`src/rtl/sonar_ping_seq_pkg.sv`:
```
// Shared definitions for the sonar ping sequencer: state encodings and the
// default width of configuration, counter and time-of-flight fields.
package sonar_pkg;

   localparam int CNT_W_DEF = 16;

   typedef enum logic [2:0] {
      ST_IDLE   = 3'd0,
      ST_TX     = 3'd1,
      ST_BLANK  = 3'd2,
      ST_LISTEN = 3'd3,
      ST_DONE   = 3'd4
   } state_e;

endpackage

```
`src/rtl/sonar_ping_seq_if.sv`:
```
// Control, configuration and status bundle between the ping sequencer and its
// host; the master side drives requests/config, the slave side is the sequencer.
interface sonar_ping_seq_if
   import sonar_pkg::*;
#(
   parameter int CNT_W = CNT_W_DEF
) ();

   logic             start;
   logic             abort;
   logic             ce_pcm;
   logic [CNT_W-1:0] tx_pulses;
   logic [CNT_W-1:0] tx_half;
   logic [CNT_W-1:0] blank_len;
   logic [CNT_W-1:0] listen_len;
   logic             cmp;
   logic             tx_out;
   logic             mclear;
   logic             busy;
   logic             done;
   logic             hit;
   logic [CNT_W-1:0] tof;
   logic [2:0]       state;

   modport master (
      output start, abort, ce_pcm, tx_pulses, tx_half, blank_len, listen_len, cmp,
      input  tx_out, mclear, busy, done, hit, tof, state
   );

   modport slave (
      input  start, abort, ce_pcm, tx_pulses, tx_half, blank_len, listen_len, cmp,
      output tx_out, mclear, busy, done, hit, tof, state
   );

endinterface

```
`src/rtl/sonar_ping_seq_tx_gen.sv`:
```
// Transducer burst generator: tx_out rises on the first enabled edge and
// toggles every tx_half cycles; last flags the final cycle of the burst.
module sonar_tx_gen
   import sonar_pkg::*;
#(
   parameter int CNT_W = CNT_W_DEF
) (
   input  logic             clk,
   input  logic             rst,
   input  logic             enable,
   input  logic [CNT_W-1:0] tx_pulses,
   input  logic [CNT_W-1:0] tx_half,
   output logic             tx_out,
   output logic             last
);

   logic             active_q, active_d;
   logic             tx_q, tx_d;
   logic [CNT_W-1:0] hcnt_q, hcnt_d;
   logic [CNT_W:0]   tcnt_q, tcnt_d;
   logic [CNT_W-1:0] half_end;
   logic [CNT_W:0]   burst_end;
   logic             period_end;

   // A zero half-period is treated as a one-cycle half-period.
   function automatic logic [CNT_W-1:0] half_eff(input logic [CNT_W-1:0] h);
      return (h == '0) ? CNT_W'(1) : h;
   endfunction

   always_comb begin
      half_end   = half_eff(tx_half) - CNT_W'(1);
      burst_end  = {tx_pulses, 1'b0} - (CNT_W+1)'(1);
      period_end = (hcnt_q == half_end);
      last       = active_q && period_end && (tcnt_q == burst_end);

      active_d = enable;
      tx_d     = tx_q;
      hcnt_d   = hcnt_q;
      tcnt_d   = tcnt_q;
      if (!enable) begin
         tx_d   = 1'b0;
         hcnt_d = '0;
         tcnt_d = '0;
      end else if (!active_q) begin
         tx_d   = 1'b1;
         hcnt_d = '0;
         tcnt_d = '0;
      end else if (period_end) begin
         tx_d   = ~tx_q;
         hcnt_d = '0;
         tcnt_d = tcnt_q + (CNT_W+1)'(1);
      end else begin
         hcnt_d = hcnt_q + CNT_W'(1);
      end
   end

   always_ff @(posedge clk) begin
      if (rst) begin
         active_q <= 1'b0;
         tx_q     <= 1'b0;
         hcnt_q   <= '0;
         tcnt_q   <= '0;
      end else begin
         active_q <= active_d;
         tx_q     <= tx_d;
         hcnt_q   <= hcnt_d;
         tcnt_q   <= tcnt_d;
      end
   end

   assign tx_out = tx_q;

endmodule

```
`src/rtl/sonar_ping_seq.sv`:
```
// Sonar ping sequencer: transmit burst, blanking, listen window with echo
// detection and time-of-flight capture, then a one-cycle done pulse.
module sonar_ping_seq
   import sonar_pkg::*;
#(
   parameter int CNT_W = CNT_W_DEF
) (
   input  logic           clk,
   input  logic           rst,
   sonar_ping_seq_if.slave bus
);

   state_e           state_q, state_d;
   logic [CNT_W-1:0] pulses_q, pulses_d;
   logic [CNT_W-1:0] half_q, half_d;
   logic [CNT_W-1:0] blank_q, blank_d;
   logic [CNT_W-1:0] listen_q, listen_d;
   logic [CNT_W-1:0] cnt_q, cnt_d;
   logic [CNT_W-1:0] tof_q, tof_d;
   logic [CNT_W-1:0] cnt_inc;
   logic             hit_q, hit_d;
   logic             mclear_q, done_q, busy_q;
   logic             tx_en, tx_last, tx_out;

   sonar_tx_gen #(.CNT_W(CNT_W)) u_tx_gen (
      .clk       (clk),
      .rst       (rst),
      .enable    (tx_en),
      .tx_pulses (pulses_q),
      .tx_half   (half_q),
      .tx_out    (tx_out),
      .last      (tx_last)
   );

   always_comb begin
      state_d  = state_q;
      pulses_d = pulses_q;
      half_d   = half_q;
      blank_d  = blank_q;
      listen_d = listen_q;
      cnt_d    = cnt_q;
      hit_d    = hit_q;
      tof_d    = tof_q;
      // Sample count including a sample arriving this cycle.
      cnt_inc  = cnt_q + CNT_W'(bus.ce_pcm);

      if (bus.abort && state_q != ST_IDLE) begin
         state_d = ST_IDLE;
         cnt_d   = '0;
         hit_d   = 1'b0;
         tof_d   = '0;
      end else begin
         case (state_q)
            ST_IDLE: begin
               if (bus.start && !bus.abort) begin
                  pulses_d = bus.tx_pulses;
                  half_d   = bus.tx_half;
                  blank_d  = bus.blank_len;
                  listen_d = bus.listen_len;
                  cnt_d    = '0;
                  hit_d    = 1'b0;
                  tof_d    = '0;
                  state_d  = (bus.tx_pulses == '0) ? ST_BLANK : ST_TX;
               end
            end
            ST_TX: begin
               if (tx_last) begin
                  state_d = ST_BLANK;
                  cnt_d   = '0;
               end
            end
            ST_BLANK: begin
               if (blank_q == '0) begin
                  state_d = ST_LISTEN;
                  cnt_d   = '0;
               end else if (bus.ce_pcm) begin
                  if (cnt_q == blank_q - CNT_W'(1)) begin
                     state_d = ST_LISTEN;
                     cnt_d   = '0;
                  end else begin
                     cnt_d = cnt_q + CNT_W'(1);
                  end
               end
            end
            ST_LISTEN: begin
               // An echo wins over a window expiring in the same cycle.
               if (bus.cmp) begin
                  state_d = ST_DONE;
                  hit_d   = 1'b1;
                  tof_d   = cnt_inc;
               end else if (bus.ce_pcm && cnt_inc >= listen_q) begin
                  state_d = ST_DONE;
                  hit_d   = 1'b0;
                  tof_d   = listen_q;
               end else begin
                  cnt_d = cnt_inc;
               end
            end
            ST_DONE:  state_d = ST_IDLE;
            default:  state_d = ST_IDLE;
         endcase
      end

      tx_en = (state_d == ST_TX);
   end

   always_ff @(posedge clk) begin
      if (rst) begin
         state_q  <= ST_IDLE;
         pulses_q <= '0;
         half_q   <= '0;
         blank_q  <= '0;
         listen_q <= '0;
         cnt_q    <= '0;
         hit_q    <= 1'b0;
         tof_q    <= '0;
         mclear_q <= 1'b0;
         done_q   <= 1'b0;
         busy_q   <= 1'b0;
      end else begin
         state_q  <= state_d;
         pulses_q <= pulses_d;
         half_q   <= half_d;
         blank_q  <= blank_d;
         listen_q <= listen_d;
         cnt_q    <= cnt_d;
         hit_q    <= hit_d;
         tof_q    <= tof_d;
         mclear_q <= (state_d == ST_BLANK);
         done_q   <= (state_d == ST_DONE);
         busy_q   <= (state_d != ST_IDLE);
      end
   end

   assign bus.tx_out = tx_out;
   assign bus.mclear = mclear_q;
   assign bus.busy   = busy_q;
   assign bus.done   = done_q;
   assign bus.hit    = hit_q;
   assign bus.tof    = tof_q;
   assign bus.state  = state_q;

endmodule

```
`src/flat_wrapper.sv`:
```
// flat-port wrapper written by rule: the top's interface ports become plain ports
module sonar_ping_seq_flat import sonar_pkg::*;
#(
   parameter int CNT_W = CNT_W_DEF
)
  (clk, rst, bus_start, bus_abort, bus_ce_pcm, bus_tx_pulses, bus_tx_half, bus_blank_len, bus_listen_len, bus_cmp, bus_tx_out, bus_mclear, bus_busy, bus_done, bus_hit, bus_tof, bus_state);
  sonar_ping_seq_if #(.CNT_W(CNT_W)) bus_i ();
  input  logic clk;
  input  logic rst;
  input wire logic [$bits(bus_i.start)-1:0] bus_start;
  input wire logic [$bits(bus_i.abort)-1:0] bus_abort;
  input wire logic [$bits(bus_i.ce_pcm)-1:0] bus_ce_pcm;
  input wire logic [$bits(bus_i.tx_pulses)-1:0] bus_tx_pulses;
  input wire logic [$bits(bus_i.tx_half)-1:0] bus_tx_half;
  input wire logic [$bits(bus_i.blank_len)-1:0] bus_blank_len;
  input wire logic [$bits(bus_i.listen_len)-1:0] bus_listen_len;
  input wire logic [$bits(bus_i.cmp)-1:0] bus_cmp;
  output wire logic [$bits(bus_i.tx_out)-1:0] bus_tx_out;
  output wire logic [$bits(bus_i.mclear)-1:0] bus_mclear;
  output wire logic [$bits(bus_i.busy)-1:0] bus_busy;
  output wire logic [$bits(bus_i.done)-1:0] bus_done;
  output wire logic [$bits(bus_i.hit)-1:0] bus_hit;
  output wire logic [$bits(bus_i.tof)-1:0] bus_tof;
  output wire logic [$bits(bus_i.state)-1:0] bus_state;
  assign bus_i.start = bus_start;
  assign bus_i.abort = bus_abort;
  assign bus_i.ce_pcm = bus_ce_pcm;
  assign bus_i.tx_pulses = bus_tx_pulses;
  assign bus_i.tx_half = bus_tx_half;
  assign bus_i.blank_len = bus_blank_len;
  assign bus_i.listen_len = bus_listen_len;
  assign bus_i.cmp = bus_cmp;
  assign bus_tx_out = bus_i.tx_out;
  assign bus_mclear = bus_i.mclear;
  assign bus_busy = bus_i.busy;
  assign bus_done = bus_i.done;
  assign bus_hit = bus_i.hit;
  assign bus_tof = bus_i.tof;
  assign bus_state = bus_i.state;
  sonar_ping_seq #(.CNT_W(CNT_W)) u_core (.clk(clk), .rst(rst), .bus(bus_i));
endmodule
```
`config.mk`:
```
export PLATFORM = sky130hd
export DESIGN_NAME = sonar_ping_seq_flat
export DESIGN_NICKNAME = d
export VERILOG_FILES = /design/src/rtl/sonar_ping_seq_pkg.sv /design/src/rtl/sonar_ping_seq_if.sv /design/src/rtl/sonar_ping_seq_tx_gen.sv /design/src/rtl/sonar_ping_seq.sv /design/src/flat_wrapper.sv
export SDC_FILE = /design/constraint.sdc
export NUM_CORES = 1
export LEC_CHECK = 0
export ABC_AREA = 1
export ABC_CLOCK_PERIOD_IN_PS = 7940
export CAP_MARGIN = 20
export CORE_UTILIZATION = 55
export DETAILED_ROUTE_END_ITERATION = 10
export PLACE_DENSITY = 0.81
export SLEW_MARGIN = 10
export SYNTH_ARGS = -nofsm -noshare
export SYNTH_HDL_FRONTEND = slang
export SYNTH_SLANG_ARGS = --single-unit
```
`constraint.sdc`:
```
create_clock -name clk -period 7.94 [get_ports clk]
set_input_delay 1.588 -clock clk [delete_from_list [all_inputs] [get_ports clk]]
set_output_delay 1.588 -clock clk [all_outputs]
set_load 0.005 [all_outputs]
```
==> flow_summary.yaml <==
yosys:
  netlist_area_um2: 8670
  synth-edff-count: 0
  async_reset_ff_share_pct: 0
  synth.avg_cell_area_um2: 6.84
  synthFlopType: "sky130_fd_sc_hd__dfxtp_1"
  yosysUniqueCellTypes: 43
  synth.net_count: 1362
  synthesis.yosys.warnings: 0
  syn-instance-count: 1267
  synth_seq_cells: 138
  register_area_share_after_synthesis_pct: 31.9
sta:
  rsz_0062_raised_after_global_routing: "no"
  timing_max_transition_violations_final: 0
  post-route-period-util_pct: 68.9
  fin_skew_ns: 0.00433
  tightest_slew_ns: 0.949
  final_hold_slack_ns: 0.481
  report.final.setup_viol: 0
  clock.fmax_mhz: 183
  max_slew_margin_pct: 36.6
  timing_hold_violations_final: 0
  fin_setup_tns_ns: 0
  post-route-min-period_ns: 5.47
clock_tree:
  clock_path_buffers: 2
  cts.sink_count: 138
  worst_skew_pair.late_latency_ns: 0.42
  cts.root.buffer_cell: "sky130_fd_sc_hd__clkbuf_16"
  ctsHtreeMaxLevel: 4
  tritoncts.num_buffers: 17
  clk_transition_reported_paths_ns: 0.06
  hold_buffers: 0
  cts_setup_buffers: 0
  resized_cells_post_cts: 0
  cts_tree: "built"
placed_design:
  routabilityCongestion: 0.969
  port-buffer-count: 93
  dp.final_hpwl_um: 16600
global_routing:
  grt_first_pass_wirelength_um: 37800
  grt_max_degree: 97
  grtUsageTotal_pct: 29.1
  overflow_after_grt: 0
  grt_antenna_before_repair: 0
  number_of_global_route_vias_before_repair: 7908
setup_path:
  cp.buffers_inverters: 4
  crit_path_start_kind: "primary input"
  critical_path.endpoint_type: "flip-flop"
  family_with_the_most_delay_on_the_worst_path: "simple AND/OR/NAND/NOR gates"
  slowest_stage: "sky130_fd_sc_hd__clkdlybuf4s50_1"
  required_ns: 8.23
  worst_ep_arrival_time_ns: 5.76
  timing.critical_path.mode_cell: "sky130_fd_sc_hd__nand2_1"
  timing.critical_path.cells: "clkdlybuf4s50_1, ha_1, nand3_1, nor2_1, nand2_1, nor2_1, xor2_1, inv_1, ha_1, a21oi_1, o21ai_0, a21oi_1, nand3_1, nand2_1, nand2_1, nand2_1, inv_1, nor2_1, inv_1, o21ai_0, a21oi_1"
  worst_path_largest_cell_delay_ns: 0.59
  worst-setup-path-type: "in2reg"
  critical_path_fanout_max: 20
floorplanning:
  width_of_the_chip_um: 128
  floorplan.die_area_um2: 16300
  row_cnt: 45
  starting_density_of_the_core_pct: 56.6
  core_area_um2: 15300
  boundaryPins: 94
  chipHeight_um: 128
power_and_ir_drop:
  switching_share_pct: 30.8
  clock_power_share_pct: 40.6
  pwr_density_nw_per_um2: 202
  power.ir.vdd_worst_mv: 0.160
  netSwitchingPower_mw: 0.641
  power.static_leakage_nw: 4.20
  power_frac_seq_pct: 37.4
  power_report.internal_total_mw: 1.44
  share_comb_of_total_power_pct: 21.9
detailed_routing:
  drt-total-wl_um: 23000
  drc_errors: 0
  drt_iter0_drc: 685
  drt_pre_antenna_iters: 5
  detailroute.via_count: 8455
  detail_route.vias_per_cell: 5.42
  detail_route.wl_per_cell_um: 14.7
  final_antenna_net_count: 0
final_layout:
  final_common_cell: "sky130_fd_sc_hd__nand2_1"
  syn2layout_area_growth_pct: 18.7
  layout_common_cells: "199 x sky130_fd_sc_hd__nand2_1, 184 x sky130_fd_sc_hd__nor2_1, 164 x sky130_fd_sc_hd__inv_1"
  antenna-diode-count: 0
  post_route_cells_drive_above_1_share_pct: 6.60
  net_total_in_the_final_layout: 1430
min_path:
  min-delay-path-class: "reg2reg"
status:
  status: "finished, final reports clean"
run:
  max_cap_violations: 0
worst paths after layout:
path / start / to / slack (ns) / cells past startpoint
worst max register to register: u_core.cnt_q[0] / u_core.bus.tof[6] / 3.80 / 20
worst min-delay path: u_core.bus.tof[12] / u_core.bus.tof[12] / 0.48 / 2
worst min register to register: u_core.bus.tof[12] / u_core.bus.tof[12] / 0.48 / 2
worst max-delay path: bus_ce_pcm / u_core.bus.tof[6] / 2.47 / 21
power by group through the flow:
stage	logic [mW]	registers, mW	clock network (mW)
after detailed placement	0.447	0.793	0
after floorplan	0.338	0.775	0
final	0.457	0.779	0.846
after global placement	0.438	0.792	0
after CTS	0.453	0.778	0.851
after global routing	0.516	0.784	0.882
Yosys cell counts, types with 2 or more instances:
| cell type | count | area share [%] |
|---|---|---|
| sky130_fd_sc_hd__a21oi_1 | 83 | 4.8 |
| sky130_fd_sc_hd__a22oi_1 | 6 | 0.52 |
| sky130_fd_sc_hd__a32o_1 | 3 | 0.35 |
| sky130_fd_sc_hd__buf_2 | 4 | 0.23 |
| sky130_fd_sc_hd__buf_6 | 6 | 0.78 |
| sky130_fd_sc_hd__clkbuf_1 | 36 | 1.6 |
| sky130_fd_sc_hd__clkinv_1 | 3 | 0.13 |
| sky130_fd_sc_hd__dfxtp_1 | 138 | 32 |
| sky130_fd_sc_hd__ha_1 | 25 | 3.6 |
| sky130_fd_sc_hd__inv_1 | 165 | 7.1 |
| sky130_fd_sc_hd__nand2_1 | 199 | 8.6 |
| sky130_fd_sc_hd__nand2_2 | 3 | 0.22 |
| sky130_fd_sc_hd__nand3_1 | 57 | 3.3 |
| sky130_fd_sc_hd__nand3_2 | 5 | 0.58 |
| sky130_fd_sc_hd__nand3b_1 | 7 | 0.61 |
| sky130_fd_sc_hd__nand4_1 | 22 | 1.6 |
| sky130_fd_sc_hd__nor2_1 | 185 | 8.0 |
| sky130_fd_sc_hd__nor2_2 | 5 | 0.36 |
| sky130_fd_sc_hd__nor3_1 | 27 | 1.6 |
| sky130_fd_sc_hd__nor3_2 | 29 | 3.3 |
| sky130_fd_sc_hd__nor4_1 | 6 | 0.43 |
| sky130_fd_sc_hd__o21ai_0 | 101 | 5.8 |
| sky130_fd_sc_hd__o21ai_1 | 15 | 0.87 |
| sky130_fd_sc_hd__o22ai_1 | 23 | 1.7 |
| sky130_fd_sc_hd__or2_0 | 2 | 0.14 |
| sky130_fd_sc_hd__or2_2 | 2 | 0.14 |
| sky130_fd_sc_hd__xnor2_1 | 27 | 2.7 |
| sky130_fd_sc_hd__xnor3_1 | 3 | 0.78 |
| sky130_fd_sc_hd__xor2_1 | 66 | 6.7 |
cells by family (layout without fill, tap and decap cells):
kind of cell             after synthesis  after routing  synth area share (%)
AO/OA/AOI/OAI                        236            236                  14.6
XOR/XNOR                              97             97                  10.4
adder cells (fa/ha/maj)               25             25                  3.61
buffers and inverters                216            297                  9.93
flip-flops                           138            138                  31.9
AND/OR/NAND/NOR                      555            555                  29.7
registers in the layout (all words and copies together) (netlist names), 3 cells and up:
signal,cells
u_core.blank_q,16
u_core.u_tx_gen.hcnt_q,16
u_core.bus.tof,16
u_core.u_tx_gen.tcnt_q,17
u_core.pulses_q,16
u_core.half_q,16
u_core.cnt_q,16
u_core.listen_q,16
u_core.bus.state,3
cell type report:
type / instances / area, µm²
clock buffers: 17 / 425
clock inverters: 15 / 199
fillers: 1341 / 5030
inverters: 169 / 634
multi-input cells: 913 / 5050
flip-flops and latches: 138 / 2760
well taps: 211 / 264
repair buffers: 96 / 953
stage by stage:
step	instances	power (mW)	setup WS, ns	cell area [µm²]	utilization, %
detailed placement	1527	1.24	2.11	9660	63.1
finish	1559	2.08	2.47	10300	67.2
CTS	1559	2.08	2.53	10300	67.2
global placement	1527	1.23	2.22	9660	63.1
global route	1559	2.18	1.87	10300	67.2
floorplan	1267	1.11	3.63	8670	-
worst reg2reg max path, cell delays in order (launching register included):
cell and delay [ns]:
sky130_fd_sc_hd__dfxtp_1 0.42, sky130_fd_sc_hd__ha_1 0.20, sky130_fd_sc_hd__nand3_1 0.15, sky130_fd_sc_hd__nor2_1 0.22, sky130_fd_sc_hd__nand2_1 0.11, sky130_fd_sc_hd__nor2_1 0.16, sky130_fd_sc_hd__xor2_1 0.29, sky130_fd_sc_hd__inv_1 0.08
sky130_fd_sc_hd__ha_1 0.31, sky130_fd_sc_hd__a21oi_1 0.15, sky130_fd_sc_hd__o21ai_0 0.09, sky130_fd_sc_hd__a21oi_1 0.13, sky130_fd_sc_hd__nand3_1 0.09, sky130_fd_sc_hd__nand2_1 0.08, sky130_fd_sc_hd__nand2_1 0.05, sky130_fd_sc_hd__nand2_1 0.15
sky130_fd_sc_hd__inv_1 0.06, sky130_fd_sc_hd__nor2_1 0.49, sky130_fd_sc_hd__inv_1 0.43, sky130_fd_sc_hd__o21ai_0 0.27, sky130_fd_sc_hd__a21oi_1 0.06
routing by layer:
metal	track usage, %	up-vias	part of all wire [%]
met1	35.4	3903	44
met3	5.44	38	4.9
li1	-	4259	-
met2	51.5	255	49
met4	9.66	0	1.8
met5	0	-	0
No activity file was read; power rests on OpenSTA's default activity.
